File: config.mk
export PLATFORM = sky130hd
export DESIGN_NAME = mips_multicycle_ctrl
export DESIGN_NICKNAME = d
export VERILOG_FILES = /design/src/rtl/mips_multicycle_ctrl.sv
export SDC_FILE = /design/constraint.sdc
export NUM_CORES = 1
export LEC_CHECK = 0
export CAP_MARGIN = 5
export CORE_MARGIN = 4
export CORE_UTILIZATION = 50
export CTS_CLUSTER_DIAMETER = 50
export DETAILED_ROUTE_END_ITERATION = 10
export PLACE_DENSITY = 0.89
export SYNTH_ARGS = -nofsm -noshare
export SYNTH_HDL_FRONTEND = slang
export SYNTH_SLANG_ARGS = --single-unit
File: constraint.sdc
create_clock -name i_clk -period 2.4 [get_ports i_clk]
set_input_delay 0.48 -clock i_clk [delete_from_list [all_inputs] [get_ports i_clk]]
set_output_delay 0.48 -clock i_clk [all_outputs]
set_load 0.01 [all_outputs]
File: src/rtl/mips_multicycle_ctrl.sv
// mips_multicycle_ctrl
// Control FSM for a shared-memory multicycle MIPS32 datapath (PC, IR, regfile,
// ALU, ALUOut). It decodes the same opcodes as the single-cycle decoder, drives
// the per-cycle enables and mux selects, and talks to a unified memory. It traps
// on an illegal opcode or a memory timeout, and counts retired instructions.
//
// Ports
//   i_clk, i_rst_n    clock (rising edge), asynchronous active-low reset
//   i_opcode[5:0]     IR[31:26], valid from DECODE onward
//   i_zero            ALU zero flag
//   i_mem_ready       memory finishes the pending read/write in this cycle
//   o_mem_read/write  memory request strobes
//   o_iord            address select: 0 PC, 1 ALUOut
//   o_ir_write        load IR from memory read data
//   o_pc_write        load PC
//   o_pc_src[1:0]     00 ALU result, 01 ALUOut, 10 jump target
//   o_alu_src_a       0 PC, 1 regA
//   o_alu_src_b[1:0]  00 regB, 01 const 4, 10 sign-ext imm, 11 sign-ext imm<<2
//   o_alu_op[1:0]     00 add, 01 sub, 10 funct, 11 opcode (immediate ops)
//   o_reg_write       regfile write enable
//   o_reg_dst         0 rt, 1 rd
//   o_memto_reg       0 ALUOut, 1 MDR
//   o_trap            sticky fault flag
//   o_state[3:0]      current state encoding (debug)
//   o_retired         retired-instruction count, wraps
//
// Memory handshake: a request (o_mem_read or o_mem_write) stays asserted until
// the cycle in which i_mem_ready is high; that cycle completes the transfer.
// A request may wait at most MEM_TIMEOUT cycles: if the MEM_TIMEOUT-th
// consecutive cycle still sees i_mem_ready low, the FSM goes to TRAP. Ready in
// that same cycle still completes the transfer normally.
//
// Moore outputs are registered (decoded from the next state). o_ir_write and
// o_pc_write are Mealy: they depend on i_mem_ready / i_zero in the current cycle.
module mips_multicycle_ctrl #(
    parameter int MEM_TIMEOUT = 15,
    parameter int CNT_W       = 32
) (
    input  logic             i_clk,
    input  logic             i_rst_n,
    input  logic [5:0]       i_opcode,
    input  logic             i_zero,
    input  logic             i_mem_ready,
    output logic             o_mem_read,
    output logic             o_mem_write,
    output logic             o_iord,
    output logic             o_ir_write,
    output logic             o_pc_write,
    output logic [1:0]       o_pc_src,
    output logic             o_alu_src_a,
    output logic [1:0]       o_alu_src_b,
    output logic [1:0]       o_alu_op,
    output logic             o_reg_write,
    output logic             o_reg_dst,
    output logic             o_memto_reg,
    output logic             o_trap,
    output logic [3:0]       o_state,
    output logic [CNT_W-1:0] o_retired
);

    localparam int WAIT_W = $clog2(MEM_TIMEOUT + 1);
    localparam logic [WAIT_W-1:0] WAIT_LAST = WAIT_W'(MEM_TIMEOUT - 1);

    localparam logic [5:0] OP_RTYPE = 6'b000000;
    localparam logic [5:0] OP_LW    = 6'b100011;
    localparam logic [5:0] OP_SW    = 6'b101011;
    localparam logic [5:0] OP_BEQ   = 6'b000100;
    localparam logic [5:0] OP_BNE   = 6'b000101;
    localparam logic [5:0] OP_ADDI  = 6'b001000;
    localparam logic [5:0] OP_SLTI  = 6'b001010;
    localparam logic [5:0] OP_ANDI  = 6'b001100;
    localparam logic [5:0] OP_ORI   = 6'b001101;
    localparam logic [5:0] OP_XORI  = 6'b001110;
    localparam logic [5:0] OP_J     = 6'b000010;

    typedef enum logic [3:0] {
        S_IDLE   = 4'd0,
        S_FETCH  = 4'd1,
        S_DECODE = 4'd2,
        S_MEMADR = 4'd3,
        S_MEMRD  = 4'd4,
        S_MEMWB  = 4'd5,
        S_MEMWR  = 4'd6,
        S_EXEC   = 4'd7,
        S_ALUWB  = 4'd8,
        S_BRANCH = 4'd9,
        S_IMMEX  = 4'd10,
        S_IMMWB  = 4'd11,
        S_JUMP   = 4'd12,
        S_TRAP   = 4'd13
    } state_t;

    state_t            state;
    state_t            state_nxt;
    logic [WAIT_W-1:0] wait_cnt;
    logic              is_bne;    // branch kind captured in DECODE
    logic              is_sw;     // load/store kind captured in DECODE
    logic              mem_busy;
    logic              timeout;
    logic              retire;

    assign mem_busy = (state == S_FETCH) || (state == S_MEMRD) || (state == S_MEMWR);
    assign timeout  = mem_busy && !i_mem_ready && (wait_cnt == WAIT_LAST);

    always_comb begin
        state_nxt = state;
        case (state)
            S_IDLE:   state_nxt = S_FETCH;
            S_FETCH: begin
                if (i_mem_ready)  state_nxt = S_DECODE;
                else if (timeout) state_nxt = S_TRAP;
            end
            S_DECODE: begin
                case (i_opcode)
                    OP_RTYPE:                                 state_nxt = S_EXEC;
                    OP_LW, OP_SW:                             state_nxt = S_MEMADR;
                    OP_BEQ, OP_BNE:                           state_nxt = S_BRANCH;
                    OP_ADDI, OP_SLTI, OP_ANDI, OP_ORI, OP_XORI: state_nxt = S_IMMEX;
                    OP_J:                                     state_nxt = S_JUMP;
                    default:                                  state_nxt = S_TRAP;
                endcase
            end
            S_MEMADR: state_nxt = is_sw ? S_MEMWR : S_MEMRD;
            S_MEMRD: begin
                if (i_mem_ready)  state_nxt = S_MEMWB;
                else if (timeout) state_nxt = S_TRAP;
            end
            S_MEMWB:  state_nxt = S_FETCH;
            S_MEMWR: begin
                if (i_mem_ready)  state_nxt = S_FETCH;
                else if (timeout) state_nxt = S_TRAP;
            end
            S_EXEC:   state_nxt = S_ALUWB;
            S_ALUWB:  state_nxt = S_FETCH;
            S_BRANCH: state_nxt = S_FETCH;
            S_IMMEX:  state_nxt = S_IMMWB;
            S_IMMWB:  state_nxt = S_FETCH;
            S_JUMP:   state_nxt = S_FETCH;
            S_TRAP:   state_nxt = S_TRAP;
            default:  state_nxt = S_TRAP;
        endcase
    end

    // An instruction retires when its last state hands back to FETCH.
    // IDLE->FETCH and FETCH holding in place do not count.
    assign retire = (state_nxt == S_FETCH) &&
                    ((state == S_MEMWB) || (state == S_MEMWR) || (state == S_ALUWB) ||
                     (state == S_BRANCH) || (state == S_IMMWB) || (state == S_JUMP));

    always_ff @(posedge i_clk or negedge i_rst_n) begin
        if (!i_rst_n) begin
            state       <= S_IDLE;
            wait_cnt    <= '0;
            is_bne      <= 1'b0;
            is_sw       <= 1'b0;
            o_retired   <= '0;
            o_mem_read  <= 1'b0;
            o_mem_write <= 1'b0;
            o_iord      <= 1'b0;
            o_pc_src    <= 2'b00;
            o_alu_src_a <= 1'b0;
            o_alu_src_b <= 2'b00;
            o_alu_op    <= 2'b00;
            o_reg_write <= 1'b0;
            o_reg_dst   <= 1'b0;
            o_memto_reg <= 1'b0;
            o_trap      <= 1'b0;
        end else begin
            state <= state_nxt;

            // Counts consecutive unanswered cycles of one request; any
            // completion or state change starts the next request from zero.
            if (mem_busy && !i_mem_ready && (state_nxt == state))
                wait_cnt <= wait_cnt + WAIT_W'(1);
            else
                wait_cnt <= '0;

            if (state == S_DECODE) begin
                is_bne <= (i_opcode == OP_BNE);
                is_sw  <= (i_opcode == OP_SW);
            end

            if (retire)
                o_retired <= o_retired + CNT_W'(1);

            // Registered Moore outputs for the state being entered.
            o_mem_read  <= 1'b0;
            o_mem_write <= 1'b0;
            o_iord      <= 1'b0;
            o_pc_src    <= 2'b00;
            o_alu_src_a <= 1'b0;
            o_alu_src_b <= 2'b00;
            o_alu_op    <= 2'b00;
            o_reg_write <= 1'b0;
            o_reg_dst   <= 1'b0;
            o_memto_reg <= 1'b0;
            o_trap      <= 1'b0;
            case (state_nxt)
                S_FETCH: begin
                    o_mem_read  <= 1'b1;
                    o_alu_src_b <= 2'b01;
                end
                S_DECODE: o_alu_src_b <= 2'b11;
                S_MEMADR: begin
                    o_alu_src_a <= 1'b1;
                    o_alu_src_b <= 2'b10;
                end
                S_MEMRD: begin
                    o_mem_read <= 1'b1;
                    o_iord     <= 1'b1;
                end
                S_MEMWB: begin
                    o_reg_write <= 1'b1;
                    o_memto_reg <= 1'b1;
                end
                S_MEMWR: begin
                    o_mem_write <= 1'b1;
                    o_iord      <= 1'b1;
                end
                S_EXEC: begin
                    o_alu_src_a <= 1'b1;
                    o_alu_op    <= 2'b10;
                end
                S_ALUWB: begin
                    o_reg_write <= 1'b1;
                    o_reg_dst   <= 1'b1;
                end
                S_BRANCH: begin
                    o_alu_src_a <= 1'b1;
                    o_alu_op    <= 2'b01;
                    o_pc_src    <= 2'b01;
                end
                S_IMMEX: begin
                    o_alu_src_a <= 1'b1;
                    o_alu_src_b <= 2'b10;
                    o_alu_op    <= 2'b11;
                end
                S_IMMWB:  o_reg_write <= 1'b1;
                S_JUMP:   o_pc_src    <= 2'b10;
                S_TRAP:   o_trap      <= 1'b1;
                default: ;
            endcase
        end
    end

    // Mealy strobes, gated by the registered state so they are 0 in IDLE/TRAP.
    assign o_ir_write = (state == S_FETCH) && i_mem_ready;
    assign o_pc_write = o_ir_write ||
                        (state == S_JUMP) ||
                        ((state == S_BRANCH) && (is_bne ? !i_zero : i_zero));

    assign o_state = state;

endmodule

After elaboration in Yosys (flattened, before gate mapping). Index checks and enable logic that the tools add are counted.

Memories kept: 0. Latch bits: 0. Word-level logic and storage cells: 103. Output and inout port bits: 52. Bits of input ports: 10. Flip-flop bits (word level): 56. ROM bits: 0. RAM bits: 0.

Magnitude comparators: 0. Reductions and logical operators: 28. $add $sub $neg: 2. Divide/modulo/power cells: 0. Mux-type cells: 20. Multipliers: 0. Equality and inequality tests: 37. Bitwise logic cells: 0. Shifts and indexed selects: 0.

Operators by type and width (number): 4-bit == test, second input constant (12); 32-bit by 1-bit adder with 32-bit output, second input constant (1); 4-bit by 3-bit == test with 1-bit output, second input constant (8); 4-bit case mux with 8 select lines (1); 6-bit by 4-bit == test with 1-bit output, second input constant (5); 4-bit 2-to-1 mux (5); 4-bit case mux with 5 select lines (1); 4-bit by 2-bit == test with 1-bit output, second input constant (4); 6-bit by 3-bit == test with 1-bit output, second input constant (2); 6-bit == test, second input constant (2); 2-bit case mux with 3 select lines (2); 2-bit OR reduction (5); 1-bit logical OR (9); 1-bit 2-to-1 mux (9); 4-bit by 1-bit == test with 1-bit output, second input constant (2); 6-bit by 2-bit == test with 1-bit output, second input constant (1); 1-bit logical AND (6); 6-bit logical NOT (1); 6-bit OR reduction (1); 5-bit OR reduction (1); 4-bit by 1-bit adder with 4-bit output, second input constant (1); 4-bit == test (1); 4-bit logical NOT (1); 2-bit case mux with 2 select lines (1); 4 further kinds (5).

Logic depth before layout (Yosys ltp). Gate-level depths: netlist of run 1.

Depth after elaboration: 11. Gate-level depth with buffers: 10. Depth with buffers taken out: 9.

Worst setup path before layout of run 1. No wires, ideal clock.

Kind: reg-to-reg. Start point: reg state[0], in the netlist o_state[0]. End point: reg o_alu_src_b[1]. Required time: 2.280 ns. Stages on the path, launching flop included: 8. Library setup time: 0.120 ns. Buffers on the path: 1. Arrival time: 2.009 ns. Period minus slack after synthesis: 2.129 ns. Path slack: 0.271 ns. Path through: dfrtp_1 -> or4b_1 -> buf_2 -> a311oi_1 -> a31oi_1 -> and3_4 -> or2_1 -> and3_1.

Longest elaborated chain between the ends: 11. Elaborated cells between the ends (all ways): 29. Those cells by class: eq/ne (16); mux (6); reduce/logical (7).

Ends and longest elaborated chain: start, declared (line 93) `state_t state;`; start signal, assigned (line 169) `state <= state_nxt;`; 4-bit by 1-bit == test with 1-bit output or 4-bit by 3-bit == test with 1-bit output (tied branches) (line 102, 107); 1-bit logical OR (2 in a row) (line 102) `assign mem_busy = (state == S_FETCH) || (state == S_MEMRD) || (state == S_MEMWR);`; 1-bit logical AND (2 in a row) (line 103) `assign timeout = mem_busy && !i_mem_ready && (wait_cnt == WAIT_LAST);`; 4-bit 2-to-1 mux (line 111, 126, 131); 4-bit 2-to-1 mux (on tied branches) (line 130, 110, 125); 4-bit case mux with 8 select lines * (line 107) `case (state)`; 4-bit == test or 4-bit by 2-bit == test with 1-bit output (tied branches) (line 198) `case (state_nxt)`; 2-bit OR reduction (no line); 2-bit case mux with 3 select lines * (line 198); end signal, assigned (line 201) `o_alu_src_b <= 2'b01;`; end signal, assigned (line 203) `S_DECODE: o_alu_src_b <= 2'b11;`; end signal, assigned (line 206) `o_alu_src_b <= 2'b10;`; end, declared (line 51) `output logic [1:0] o_alu_src_b,`.

Mark *: on every way between the ends. The rest lies on a longest branch, timed or not. A chain may end at the register's enable or synchronous reset.

Final worst setup path of run 1.
Start point: in i_mem_ready. End point: out o_pc_write.

Longest elaborated chain between the ends: 3.

Ends and longest elaborated chain: start, declared (line 43) `input logic i_mem_ready,`; 1-bit logical AND (line 247) `assign o_ir_write = (state == S_FETCH) && i_mem_ready;`; 1-bit logical OR (line 248) `assign o_pc_write = o_ir_write ||`; 1-bit logical OR (line 249) `(state == S_JUMP) ||`; end, declared (line 48) `output logic o_pc_write,`.

No other way between the ends.

==> Implementation_results.wiki, run 1 <==
{| class="wikitable"
! Metric !! Value
|-
| Number of clock sinks || 56
|-
| Aggregate global routing overflow || 0
|-
| Layout overhead on the synthesized area || 34.1%
|-
| Largest vdd supply drop || just under 0.0006 V
|-
| Core area || about 5300 µm²
|-
| Count of placed standard cells including taps || 423
|-
| Final total power || 3.50 mW
|-
| Overall Global Routing Usage || 0.196
|-
| Post-route DRC violation count || 0
|-
| First-pass GRT wire length || 11200 µm
|-
| List of most frequent post-synthesis cells || 56 x dfrtp_1, 23 x nor2_1, 22 x xnor2_1
|-
| Clock latency at the later pin of the worst-skew pair || 0.31 ns
|-
| Number of top-level pins || between 60 and 70
|-
| Async SR Flop Fraction || 1.00
|-
| Router iterations before antenna repair || 4
|-
| Reg power frac || 0.357
|-
| Highest attainable clock frequency || roughly 440 MHz
|-
| Worst path top cell family by delay || buffers and inverters
|-
| Critical-path maximum fanout || 3
|-
| Critical path's slowest cell || clkdlybuf4s50_1
|-
| Top register by number of flip-flops || o_retired
|-
| Yosys cell types || 52
|-
| Chip height || ~83 µm
|-
| Final-layout worst hold slack || 0.0882 ns
|-
| Data arrival time of the critical path || between 1.5 and 2 ns
|-
| Top cells by area in the synthesized netlist || dfrtp_1 50%, xnor2_1 6.9%, xor2_1 4.1%, nor2_1 3.1%, nand3_1 2.9%
|-
| Die Footprint || slightly below 7000 µm²
|-
| Number of buffers added on ports || a little over 60
|-
| Maximum clock insertion buffer count || 2
|-
| Initial core utilization || 0.531
|-
| Synth warn || 0
|-
| Critical path buffer and inverter count || 3
|-
| Nets@finish || ~370
|-
| Total number of vias || between 2000 and 2500
|-
| DRT Wirelength || 6460 µm
|-
| Footprint of the flip-flops and latches || about 1400 µm²
|-
| Start-to-end type of the worst setup path || in2out
|-
| Remaining antenna violation count || 0
|-
| Status || finished, final reports clean
|-
| Number of antenna violations at the first check in global routing || 0
|-
| Post-route minimum period || roughly 2.3 ns
|-
| Unrepaired setup endpoints after global routing || no
|-
| Number of CTS-inserted buffers || 5
|-
| Cell count after synthesis || about 270
|-
| Flip-flop count of the largest register, all copies and words added || 32
|-
| Number of slew-limit violations in the final report || 0
|-
| Die boundary width || a little over 80 µm
|-
| CTS hold repair buffers || 0
|-
| Switching power as a share of total power || 0.362
|-
| Leakage power || approximately 1.7 nW
|-
| Largest net degree at the start of global routing || 24
|-
| Crit path launch type || input port
|-
| Count of final hold-check violations || 0
|-
| Fill cells || roughly 400
|-
| Post-DR vias/cell || around 5.5
|-
| Number of flip-flops and latches in the synthesized netlist || 56
|-
| Internal power contribution || 2.23 mW
|-
| Slew Limit Headroom || 0.721
|-
| Required arrival time at the worst endpoint || roughly 1.9 ns
|-
| Share of total power in combinational logic || 0.468
|-
| Register area share after synthesis || 0.501
|-
| Post-Synthesis Mean Instance Area || roughly 10 µm²
|-
| Power share of the clock group || 0.175
|-
| Cell Count, Final, Fillers Out || 431
|-
| Hpwl dp || 4920 µm
|-
| Largest stage delay on the critical path || 0.48 ns
|-
| Cell taking the most area after synthesis || dfrtp_1
|-
| Setup crit end kind || output port
|-
| Level count of the clock H-tree || 2
|-
| Final weighted congestion in routability-driven placement || between 0.8 and 0.9
|-
| Cell with the most instances after synthesis || dfrtp_1
|-
| HP Class || in2async
|-
| Share of cells above drive strength 1 || 0.133
|-
| Post-CTS clock slew at the launch and capture registers of the worst setup and hold paths || 0.10 ns
|-
| Area of the multi-input gates || approximately 1300 µm²
|-
| Transition time at the pin with the least slew margin || 0.419 ns
|-
| Most common flop cell mapped by yosys || dfrtp_1
|-
| Vias in the first global route || 2392
|-
| Post-DP Area || between 3000 and 4000 µm²
|-
| Wire per inst || 15.0 µm
|-
| Net Switching || about 1.3 mW
|-
| ANT cells || 0
|-
| Combined area of all synthesized cells || ~2800 µm²
|-
| Cell Pwr Density || between 900 and 1000 nW/µm²
|-
| Final setup fails || 0
|-
| Sequence of cells on the critical path || clkdlybuf4s50_1 > inv_1 > or3_1 > nand2_1 > dlygate4sd2_1
|-
| Final std cell area, no fill || between 3000 and 4000 µm²
|-
| Clock tree root buffer cell || clkbuf_8
|-
| Post-Synthesis Net Count || 286
|-
| Yosys top cell area share || 0.501
|-
| Number of synthesized flops with an enable pin || 0
|-
| Clock tree from TritonCTS || yes
|-
| FP Rows || 26
|-
| Max-cap violations || 0
|-
| Post-route clock period utilization || 0.946
|-
| Worst Clk Skew || approximately 0.014 ns
|-
| Number of violations reported at the end of detailed-routing iteration 0 || around 250
|}
==> layer usage <==
layer  share of wire  up-vias  global-route usage  wire length, µm
met5               0        -                   0                0
met4           0.023        0              0.0713              146
met3           0.054       14              0.0396              350
met2            0.51       87               0.333             3280
met1            0.42     1151               0.248             2680
li1                -     1136                   -                -
==> final cells by class <==
| cell class | count | share of cell area |
|---|---|---|
| inverter | 11 | 0.0113 |
| tap | 70 | 0.0233 |
| multi-input combinational | 198 | 0.348 |
| clock inverter | 2 | 0.0103 |
| clock buffer | 6 | 0.0193 |
| timing repair buffer | 88 | 0.215 |
| sequential | 56 | 0.373 |
==> cells in the final DEF, fill, tap and decap left out, types with 3 or more instances in the layout <==
cell type         n
nor2_1           23
clkbuf_8          5
and4_1            4
nor4_1            4
inv_1             9
o211ai_1          3
a21o_1            3
a31oi_1           3
o21ai_0           7
xor2_1           13
clkdlybuf4s50_1  58
a21oi_1           4
dfrtp_1          56
and3_1            5
ha_1              3
nand2b_1          7
nand4_1          10
nor3_1           13
nor2b_1           5
xnor2_1          22
nand2_1          19
nand3_1          16
buf_4            27
==> repair_timing <==
item	CTS	global route
resized for setup	2	0
setup buffers	0	0
endpoints found under the hold margin	0	0
setup endpoints to repair	2	0
==> kinds of logic after synthesis <==
logic type | Yosys count | synth area share
simple gates | 124 | 0.249
fa+ha+maj | 3 | 0.0134
compound gates | 34 | 0.0872
xor+xnor | 35 | 0.110
buf+inv | 19 | 0.0331
mux | 2 | 0.00760
flops | 56 | 0.501
==> worst reg2reg max path, stage by stage, from the launching register on <==
cell and delay (ns):
dfrtp_1 0.45, buf_4 0.20, nor2b_1 0.19, o211a_1 0.30
nor3_2 0.31, nand3_1 0.22, nor4_1 0.30, xor2_1 0.21
==> power by group through the flow <==
stage	logic [mW]	registers, mW	clock network [mW]
detailed placement	1.64	1.26	0
finish	1.64	1.25	0.610
CTS	1.64	1.25	0.623
global route	1.78	1.27	0.665
global placement	1.59	1.25	0
floorplan	0.890	1.32	0
==> path summary, 6_finish.rpt <==
check                            startpoint            end  slack, ns  depth (start not counted)
worst max-delay path            i_mem_ready     o_pc_write       0.13                          5
worst min-delay path                i_rst_n  o_retired[23]       0.09                          1
min in group i_clk              wait_cnt[0]    wait_cnt[0]       0.49                          1
worst min register to register  wait_cnt[0]    wait_cnt[0]       0.49                          1
max in group asynchronous           i_rst_n   o_retired[0]       1.66                          2
worst max register to register   o_state[2]  o_retired[31]       0.16                          7
==> through the flow <==
stage	setup slack, ns	utilization	TNS (ns)
floorplan	0.271	-	0
global placement	-0.125	0.692	-0.272
detailed placement	-0.138	0.692	-0.483
CTS	0.132	0.712	0
global route	0.0399	0.712	0
finish	0.130	0.712	0
No activity file was read; power rests on OpenSTA's default activity.
==> run 2: changes to the inputs <==
--- a/config.mk
+++ b/config.mk
@@ -8,9 +8,10 @@
 export CAP_MARGIN = 5
 export CORE_MARGIN = 4
 export CORE_UTILIZATION = 50
-export CTS_CLUSTER_DIAMETER = 50
+export CTS_CLUSTER_DIAMETER = 60
 export DETAILED_ROUTE_END_ITERATION = 10
 export PLACE_DENSITY = 0.89
+export SETUP_SLACK_MARGIN = 0.02
 export SYNTH_ARGS = -nofsm -noshare
 export SYNTH_HDL_FRONTEND = slang
 export SYNTH_SLANG_ARGS = --single-unit
==> results of run 2 <==
Final layout, timing and power as in run 1 (identical DEF).
